<file path="config.mk">
export PLATFORM = sky130hd
export DESIGN_NAME = cdu_pulse_scheduler
export DESIGN_NICKNAME = d
export VERILOG_FILES = /design/src/rtl/cdu_pulse_scheduler.sv
export SDC_FILE = /design/constraint.sdc
export NUM_CORES = 1
export LEC_CHECK = 0
export BUFFER_PORTS_ARGS = -buffer_cell sky130_fd_sc_hd__buf_2
export CAP_MARGIN = 5
export CELL_PAD_IN_SITES_DETAIL_PLACEMENT = 1
export CELL_PAD_IN_SITES_GLOBAL_PLACEMENT = 1
export CORE_MARGIN = 10
export CORE_UTILIZATION = 35
export DETAILED_ROUTE_END_ITERATION = 10
export HOLD_SLACK_MARGIN = 0.15
export PLACE_DENSITY_LB_ADDON = 0.1
export RECOVER_POWER = 100
export SETUP_SLACK_MARGIN = 0.5
export SLEW_MARGIN = 20
export SYNTH_ARGS = -nofsm -noshare
export SYNTH_HDL_FRONTEND = slang
export SYNTH_SLANG_ARGS = --single-unit
</file>
<file path="constraint.sdc">
create_clock -name clk -period 11.5 [get_ports clk]
set_input_delay 2.3 -clock clk [delete_from_list [all_inputs] [get_ports clk]]
set_output_delay 2.3 -clock clk [all_outputs]
set_load 0.01 [all_outputs]
</file>
<file path="src/rtl/cdu_pulse_scheduler.sv">
// Round-robin scheduler that time-shares one AGC counter-increment port among the CDU channels.
// Each channel accumulates signed +/- pulses; at most one pulse is granted per scheduling slot.
module cdu_pulse_scheduler #(
    parameter int NCH      = 5,
    parameter int TICK_DIV = 64,
    parameter int CNT_W    = 4
) (
    input  logic           clk,
    input  logic           rst,
    input  logic [NCH-1:0] up_req,
    input  logic [NCH-1:0] dn_req,
    input  logic [NCH-1:0] ch_zero,
    output logic           cnt_valid,
    output logic [2:0]     cnt_sel,
    output logic           cnt_up,
    output logic           cnt_dn,
    input  logic           cnt_ack,
    output logic [NCH-1:0] ovf,
    output logic           busy
);

    localparam int SLOT_W = (TICK_DIV > 1) ? $clog2(TICK_DIV) : 1;
    localparam int PMAX   = (1 << (CNT_W - 1)) - 1;

    typedef enum logic [1:0] {IDLE, SCAN, OFFER, HOLD} state_t;

    state_t                  state_q, state_d;
    logic [SLOT_W-1:0]       slot_q;
    logic                    slot_tick;
    logic [2:0]              rr_q, sel_q;
    logic                    dir_up_q;
    logic signed [CNT_W-1:0] pend_q [NCH];
    logic signed [CNT_W-1:0] pend_d [NCH];
    logic [NCH-1:0]          ovf_d;
    logic                    found;
    logic [2:0]              found_idx;
    logic [3:0]              cand;
    logic                    abort, ack_fire;
    int                      sum;

    always_ff @(posedge clk) begin
        if (rst || slot_tick) slot_q <= '0;
        else                  slot_q <= slot_q + 1'b1;
    end
    assign slot_tick = (slot_q == SLOT_W'(TICK_DIV - 1));

    // Handshake: an offer (cnt_valid with cnt_sel/cnt_up/cnt_dn stable) is consumed on the
    // first edge where cnt_ack is high; cnt_ack while cnt_valid is low has no effect.
    assign abort    = (state_q == OFFER) && ch_zero[sel_q];
    assign ack_fire = (state_q == OFFER) && cnt_ack && !abort;

    // First eligible channel starting at the round-robin pointer.
    always_comb begin
        found     = 1'b0;
        found_idx = '0;
        cand      = '0;
        for (int i = 0; i < NCH; i++) begin
            cand = {1'b0, rr_q} + 4'(i);
            if (cand >= 4'(NCH)) cand = cand - 4'(NCH);
            if (!found && pend_q[cand[2:0]] != '0 && !ch_zero[cand[2:0]]) begin
                found     = 1'b1;
                found_idx = cand[2:0];
            end
        end
    end

    always_comb begin
        sum = 0;
        for (int c = 0; c < NCH; c++) begin
            sum = int'(pend_q[c]) + int'(up_req[c]) - int'(dn_req[c]);
            if (ack_fire && sel_q == 3'(c)) sum = dir_up_q ? sum - 1 : sum + 1;
            pend_d[c] = CNT_W'(sum);
            ovf_d[c]  = ovf[c];
            if (sum > PMAX) begin
                pend_d[c] = CNT_W'(PMAX);
                ovf_d[c]  = 1'b1;
            end else if (sum < -PMAX) begin
                pend_d[c] = CNT_W'(-PMAX);
                ovf_d[c]  = 1'b1;
            end
            if (ch_zero[c]) begin
                pend_d[c] = '0;
                ovf_d[c]  = 1'b0;
            end
        end
    end

    always_ff @(posedge clk) begin
        if (rst) begin
            for (int c = 0; c < NCH; c++) pend_q[c] <= '0;
            ovf <= '0;
        end else begin
            for (int c = 0; c < NCH; c++) pend_q[c] <= pend_d[c];
            ovf <= ovf_d;
        end
    end

    always_ff @(posedge clk) begin
        if (rst) state_q <= IDLE;
        else     state_q <= state_d;
    end

    always_comb begin
        state_d = state_q;
        case (state_q)
            IDLE:    if (slot_tick) state_d = SCAN;
            SCAN:    state_d = found ? OFFER : IDLE;
            OFFER: begin
                if (abort)        state_d = IDLE;
                else if (cnt_ack) state_d = HOLD;
            end
            HOLD:    state_d = IDLE;
            default: state_d = IDLE;
        endcase
    end

    always_comb begin
        cnt_valid = (state_q == OFFER);
        cnt_up    = cnt_valid && dir_up_q;
        cnt_dn    = cnt_valid && !dir_up_q;
        cnt_sel   = sel_q;
    end

    // Grant is frozen at SCAN; the pointer only moves past a channel that was actually served.
    always_ff @(posedge clk) begin
        if (rst) begin
            sel_q    <= '0;
            dir_up_q <= 1'b0;
            rr_q     <= '0;
        end else begin
            if (state_q == SCAN && found) begin
                sel_q    <= found_idx;
                dir_up_q <= !pend_q[found_idx][CNT_W-1];
            end
            if (ack_fire) rr_q <= (sel_q == 3'(NCH - 1)) ? 3'd0 : sel_q + 3'd1;
        end
    end

    always_comb begin
        busy = 1'b0;
        for (int c = 0; c < NCH; c++) if (pend_q[c] != '0) busy = 1'b1;
    end

endmodule
</file>
Yosys cells after proc, flatten, opt, wreduce, memory -nomap -nowiden

Memories as Yosys holds them, arrays and structs flattened.
Cells that the tools add are included.

Flip-flop bits (word level): 20
Output and inout port bits: 12
Memory bits (writable): 20
Memories kept: 1
Logic and storage cells: 215
Input port bits: 18

Memories:

| memory | words | width | rd ports | clocked after Yosys merged registers in | write ports | line | text |
|---|---|---|---|---|---|---|---|
| pend_q | 5     | 4     | 11       | 0                                       | 5           | 32   | `logic signed [CNT_W-1:0] pend_q [NCH];` |

Reduce and logical (&&, ||, !) cells: 56
Add/subtract/negate cells: 31
Bitwise gates (word level): 5
Multiplexer cells: 81
$lt $le $gt $ge: 21
Equal/unequal tests: 10

Operators with widths:

| kind                | number |
|---|---|
| $mux 32             | 10 |
| $gt 32x4->1 const B | 5 |
| $lt 32x4->1 const B | 5 |
| $mux 4              | 20 |
| $reduce_bool 4->1   | 10 |
| $add 6x2->7 const B | 5 |
| $sub 6x2->7 const B | 5 |
| $mux 3              | 11 |
| $sub 5x2->6         | 5 |
| $mux 1              | 29 |
| $add 4x2->5         | 5 |
| $lt 3x4->1 const B  | 6 |
| $logic_and 1x1->1   | 20 |
| $bmux 1 s3          | 6 |
| $ge 4x3->1 const B  | 4 |
| $sub 3x3->3 const B | 5 |
| $logic_not 1->1     | 12 |
| $reduce_bool 2->1   | 5 |
| $reduce_or 2->1     | 5 |
| $add 3x2->4 const B | 2 |
| $mux 2              | 4 |
| $pmux 2 s4          | 1 |
| $add 6x1->6 const B | 1 |
| $eq 3x2->1 const B  | 2 |
| 16 further kinds    | 21 |

Longest topological paths before layout

Gate-level depths: netlist of the first run.

Word-level depth: 25
Gate-level depth with buffers: 17
Mapped depth without buffers: 17

Least setup slack after synthesis of the first run

OpenSTA, ideal clock, no wires.

Path type: in2reg
Start: in dn_req[3]
End: reg ovf[3]
Path slack: 6.295 ns
Path buffers: 0
Arrival: 5.070 ns
Cell stages on the path: 14
Library setup time: 0.136 ns
Required time: 11.364 ns
Cells stage by stage: ha_1 -> inv_1 -> ha_1 -> fa_1 -> ha_1 -> a21o_1 -> a21oi_1 -> o21bai_1 -> a21oi_1 -> xnor2_1 -> a21boi_1 -> o41ai_1 -> nor2b_1 -> a211oi_1

Cells in the longest elaborated chain, start to end: 6
Elaborated cells on any way between the ends: 9
Classes of those cells: add/sub (3); order compare (2); mux (3); reduce/logical (1)

RTL lines:

| what                                        | line   | text |
|---|---|---|
| start: declaration                          | 11     | `input logic [NCH-1:0] dn_req,` |
| $sub 5x2->6 *                               | 70     | `sum = int'(pend_q[c]) + int'(up_req[c]) - int'(dn_req[c]);` |
| $add 6x2->7 or $sub 6x2->7 (tied branches)  | 71     | `if (ack_fire && sel_q == 3'(c)) sum = dir_up_q ? sum - 1 : sum + 1;` |
| $mux 32                                     | 71     |  |
| $mux 32 *                                   | 71     |  |
| $gt 32x4->1 or $lt 32x4->1 (tied branches)  | 74, 77 |  |
| $mux 1 or $reduce_bool 2->1 (tied branches) | --     |  |
| end signal: assignment                      | 94     | `ovf <= ovf_d;` |
| end: declaration                            | 18     | `output logic [NCH-1:0] ovf,` |

Every way passes the cells marked *; elsewhere a longest branch is shown, timed or not.
A chain may end at the register's enable or synchronous reset.

Worst setup path after layout of the first run

Start: in ch_zero[3]
End: reg dir_up_q

Cells in the longest elaborated chain, start to end: 23
Elaborated cells on any way between the ends: 41
Classes of those cells: mux (20); reduce/logical (20); memory (1)

RTL lines:

| what                            | line | text |
|---|---|---|
| start: declaration              | 12   | `input logic [NCH-1:0] ch_zero,` |
| $bmux 1 s3                      | 60   | `if (!found && pend_q[cand[2:0]] != '0 && !ch_zero[cand[2:0]]) begin` |
| $mux 1 (implied by the code)    | 60   |  |
| $logic_not 1->1                 | 60   |  |
| $logic_and 1x1->1               | 60   |  |
| $mux 1                          | 60   |  |
| $logic_not 1->1                 | 60   |  |
| $logic_and 1x1->1 (2 in series) | 60   |  |
| $mux 1                          | 60   |  |
| (+4 left out)                   | --   |  |
| $logic_not 1->1                 | 60   |  |
| $logic_and 1x1->1 (2 in series) | 60   |  |
| $mux 1                          | 60   |  |
| $logic_not 1->1                 | 60   |  |
| $logic_and 1x1->1 (2 in series) | 60   |  |
| $mux 3                          | 60   |  |
| $mem_v2 5x4                     | --   |  |
| $logic_not 1->1                 | 133  | `dir_up_q <= !pend_q[found_idx][CNT_W-1];` |
| end signal: assignment          | 133  |  |
| end: declaration                | 31   | `logic dir_up_q;` |

Parallel ways exist; a longest one is shown, timed or not. The select of a mux whose other input is x is not followed.

==> metrics, run 1 <==
status complete, but fails checks; failing checks capacitance limit, slew limit; WHS Path Cells 1; Die X 138 um; Hold-fix buffers, CTS 0; Commonest cells post-synth ha_1, inv_1, nor2_1, a21oi_1, dfxtp_1; port bufs 29; ratio of cells with drive above 1 in the final layout 6.51%; dominant cells by area after synthesis ha_1, dfxtp_1, a21oi_1; GRT met1 Usage 17.6%; Cell Area, Placed 5130 um^2; critical path class in -> reg; Ys Warns 0; Die H 138 um; Hold Path Class reg -> reg; worst-skew pair later-pin latency 0.28 ns; Critical Path End Type flop; switching share of power 51.1%; routability cong. 0.843; Post-Syn Area 4840 um^2; most common flop cell mapped by yosys dfxtp_1; maximum fanout along the worst path 8; fin cells 806; CP arrival 5.62 ns; area share of the largest cell type after synthesis 17.8%; Starting Density 36.1%; Root Driver clkbuf_16; drt first pass iters 4; Num Clock Sinks 40; first-pass GRT wire length 22600 um; switching pwr 776 uW; Slew @ Worst Pin 1.76 ns; fmax 0.182 GHz; initial antenna violation count 0; via count 4304; most area-hungry cell type in the Yosys netlist ha_1; post-synth cell types 69; per-cell routed wire length 16.8 um; CORE AREA 13400 um^2; H-tree Lvls 2; Final Util 38.9%; number of global-route vias before repair 4669; Leakage 0.00227 uW; Max IR drop VDD 0.137 mV; combinational power share 77.6%; worst path required time 11.61 ns; residual overflow from global routing 0; Antenna diodes 0; Final Max Slew Viols 28; largest net degree at the start of global routing 31; Clk pin slew, worst setup/hold paths 0.06 ns; Clock Path Buffers 2; dpl hpwl 11200 um; Syn Area/Cell 7.98 um^2; P&R area growth vs syn 7.75%; Final Setup Violations 0; CTS tree done; #FFs+latches synth 40; Rel. slew slack -17.6%; Clk network pwr share 9.0%; Worst R2R Path Depth 12; Synth Instances 607; Layout Skew 0.00561 ns; vias per cell 5.34; CP Launch Type input port; Detailed Route Iter0 Violations 97; count leader, synth ha_1; RSZ-0062 raised after global routing false; # IOs 30; Routed WL 13600 um; ys async rst share 0%; FP Rows 42; met2 Use GR 26.5%; synthesized net count 705; final period utilization 47.9%; # Post-CTS Setup Buffers 0; Cells after DPL 798; register area share after synthesis 16.5%; Max-Cap Viols 1; Power per Cell Area 291 nW/um^2; Final ANT Viol Nets 0; Hold Vio Cnt, Final 0; number of flops mapped to enable cells by yosys 0; Seq pwr share 13.3%; busiest grt layer met2; GRT Overall Usage 14.6%; internal power component 744 uW; die area 18900 um^2; TNS Setup 0 ns; CTS buffer count 5; Tmin final 5.51 ns; post-CTS sizing 0; Final nets 727; DRC Markers 0; Final Cell Area 5220 um^2; hold slack 0.451 ns; met3 Resource Use GR 1.86%
-- per-layer routing --
layer  vias to the layer above  part of all wire (%)
met2                        43                    50
met1                      2065                    46
met5                         -                     0
met4                         0                   1.2
li1                       2185                     -
met3                        11                   2.6
-- cell families (layout without fill, tap and decap cells) --
family                   Yosys count  count (layout)  synth area share (%)
AO/OA/AOI/OAI                    171             171                  24.4
multiplexers                      16              16                  4.37
flip-flops                        40              40                  16.5
adder cells (fa/ha/maj)           80              80                  22.4
XOR/XNOR                          44              44                  7.96
buffers and inverters             85             108                  7.16
AND/OR/NAND/NOR                  171             171                  17.2
-- power groups by stage --
stage | Sequential [uW] | Combinational, uW | Clock (uW)
after detailed placement | 205 | 1190 | 0
final | 202 | 1180 | 137
after CTS | 202 | 1200 | 142
after global placement | 204 | 1160 | 0
after floorplan | 197 | 943 | 0
after global routing | 208 | 1350 | 149
-- sequential cells by signal, summed over array words and instances, names as in the netlist --
signal and flops:
slot_q 6, cnt_sel 3, state_q 2, dir_up_q 1, pend_q 20, ovf 5, rr_q 3
-- worst max-delay path: stages --
cell and delay, ns:
clkbuf_1 0.35, nor2_1 0.20, mux4_2 0.51, a2bb2oi_1 0.37
nor3b_1 0.55, inv_1 0.09, o21ai_0 0.83, nor3_1 0.10
a32oi_1 0.21, o41ai_1 0.11
-- cell usage in the layout, fill, tap and decap left out, types with 8 or more instances in the layout --
master	netlist	routed
ha_1	69	69
mux2i_1	11	11
nor3_1	20	20
nor2b_1	8	8
buf_2	4	16
nand2_1	29	29
a21o_1	11	11
dfxtp_1	40	40
fa_1	11	11
xnor2_1	28	28
o21ai_0	14	16
inv_1	68	68
clkbuf_1	6	15
xor2_1	16	16
nor2_1	67	67
a21oi_1	64	64
o21bai_1	11	11
-- through the flow --
step           power, uW  setup WS (ns)
6_report            1520           5.99
5_1_grt             1700           5.61
4_1_cts             1550           6.11
3_5_place_dp        1400           5.85
3_3_place_gp        1370           5.97
2_1_floorplan       1140           6.29
-- cell type report --
type                            count  area (um^2)
Clock inverter                      2         16.3
Timing Repair Buffer               30          133
Clock buffer                        6          129
Fill cell                        1659         8180
Tap cell                          176          220
Multi-Input combinational cell    482         3660
Inverter                           70          263
Sequential cell                    40          801
-- final timing paths --
kind | from | slack [ns] | to
min reg2reg | slot_q[0] | 0.45 | slot_q[0]
max | ch_zero[3] | 5.99 | dir_up_q
min | slot_q[0] | 0.45 | slot_q[0]
max reg2reg | rr_q[0] | 6.73 | dir_up_q
Power figures use the tool's default switching activity.
==> run 2, diff against run 1 <==
==> constraint.sdc (replaced) <==
create_clock -name clk -period 5.5 [get_ports clk]
set_input_delay 1.1 -clock clk [delete_from_list [all_inputs] [get_ports clk]]
set_output_delay 1.1 -clock clk [all_outputs]
set_load 0.01 [all_outputs]
==> metrics, run 2 (same netlist as run 1, synthesis figures left out) <==
Hold-fix buffers, CTS 0; CTS tree done; Final nets 727; Detailed Route Iter0 Violations 131; worst-skew pair later-pin latency 0.28 ns; status complete, but fails checks; DRC Markers 0; most frequent CP cell inv_1; number of global-route vias before repair 4571; failing checks capacitance limit, slew limit; port bufs 29; RSZ-0062 raised after global routing false; Root Driver clkbuf_16; Slew @ Worst Pin 1.80 ns; CP max stage delay 0.88 ns; Worst R2R Path Depth 12; Top Registers pend_q: 20 flops, slot_q: 6 flops, ovf: 5 flops; Clk pin slew, worst setup/hold paths 0.06 ns; CORE AREA 13400 um^2; H-tree Lvls 2; worst path cell trace inv_1, ha_1, clkinv_1, mux2i_1, mux4_2, a2bb2oi_4, nor3b_4, inv_1, o21ai_0, nor3_1, a32oi_1, o41ai_2; via count 4334; Final WS setup 0.951 ns; FP Rows 42; internal power component 1610 uW; Leakage 0.00229 uW; GRT Overall Usage 14.5%; per-cell routed wire length 16.8 um; dpl hpwl 11300 um; Worst Setup SP rr_q[0]; hold slack 0.451 ns; Largest Register pend_q; P&R area growth vs syn 8.96%; Final Setup Violations 0; fmax 0.220 GHz; Rel. slew slack -20.2%; total power 3250 uW; reg2reg setup slack 0.95 ns; final period utilization 82.7%; Routed WL 13600 um; crit path buf inv count 3; Max-Cap Viols 1; CP Launch Type flop; CTS buffer count 5; Num Clock Sinks 40; max reg flops 20; Hold Vio Cnt, Final 0; TNS Setup 0 ns; RR Startpoint rr_q[0]; # Post-CTS Setup Buffers 0; ratio of cells with drive above 1 in the final layout 6.98%; Critical Path End Type flop; maximum fanout along the worst path 16; Max stage delay cell, worst path o21ai_0; Starting Density 36.1%; Top delay family on crit path compound AO/OA/AOI/OAI gates; Clk network pwr share 10.4%; FF-to-FF End dir_up_q; combinational power share 76.6%; Die H 138 um; Fillers 1644; routability cong. 0.843; critical path depth 12; residual overflow from global routing 0; Hold Path Class reg -> reg; multi-input logic area 3690 um^2; Antenna diodes 0; Final Max Slew Viols 28; post-CTS sizing 0; first-pass GRT wire length 22500 um; Critical Path Sink dir_up_q; critical path class reg -> reg; most frequent cells in the layout inv_1, ha_1, nor2_1; vias per cell 5.38; Final Util 39.4%; Max IR drop VDD 0.290 mV; worst path required time 5.62 ns; switching pwr 1640 uW; Clock Path Buffers 2; Power per Cell Area 615 nW/um^2; CP arrival 4.66 ns; switching share of power 50.4%; # IOs 30; initial antenna violation count 0; Layout Skew 0.00548 ns; drt first pass iters 4; Seq pwr share 13.0%; largest net degree at the start of global routing 31; worst hold path startpoint slot_q[0]; Final ANT Viol Nets 0; sequential cell area 801 um^2; die area 18900 um^2; Die X 138 um; DP Worst Slack 1.04 ns; Tmin final 4.55 ns
==> run 2: worst min path at each step <==
stage | end | slack, ns | cells after the start
after floorplan | slot_q[0] | 0.42 | 1
after global placement | slot_q[0] | 0.43 | 1
after detailed placement | slot_q[0] | 0.44 | 1
after CTS | slot_q[0] | 0.45 | 1
after global routing | slot_q[0] | 0.49 | 1
final | slot_q[0] | 0.45 | 1
==> run 2: area by class of cell <==
| type | count | area share (%) |
|---|---|---|
| clock buffer | 5 | 2.37 |
| clock inverter | 3 | 0.806 |
| inverter | 70 | 4.98 |
| multi-input combinational | 482 | 70.0 |
| sequential | 40 | 15.2 |
| tap | 176 | 4.17 |
| timing repair buffer | 30 | 2.51 |
==> run 2: power by group through the flow <==
stage / Clock (uW) / Combinational [uW] / Sequential (uW)
3_5_place_dp: 0 / 2500 / 428
4_1_cts: 341 / 2520 / 422
3_3_place_gp: 0 / 2430 / 426
2_1_floorplan: 0 / 1970 / 413
5_1_grt: 357 / 2830 / 435
6_report: 336 / 2490 / 423
==> run 2: per-layer routing <==
metal	vias to the layer above	part of all wire, %	GRT usage (%)
li1	2188	-	-
met3	16	2.9	2.15
met1	2084	46	17.5
met5	-	0	0
met4	0	1.5	3.45
met2	46	50	26.1
==> run 2: worst register-to-register path, delay by kind of cell, from the launching register on <==
family,cells,cell delay (ns)
compound gates,4,1.46
fa+ha+maj,1,0.49
buf+inv,3,0.63
flops,1,0.71
mux,2,0.69
simple gates,2,0.42
==> run 2: per-stage QoR <==
step / instances / cell area [um^2]
after CTS: 806 / 5300
after global placement: 798 / 5130
after global routing: 806 / 5280
final: 806 / 5280
after detailed placement: 798 / 5130
after floorplan: 607 / 4840
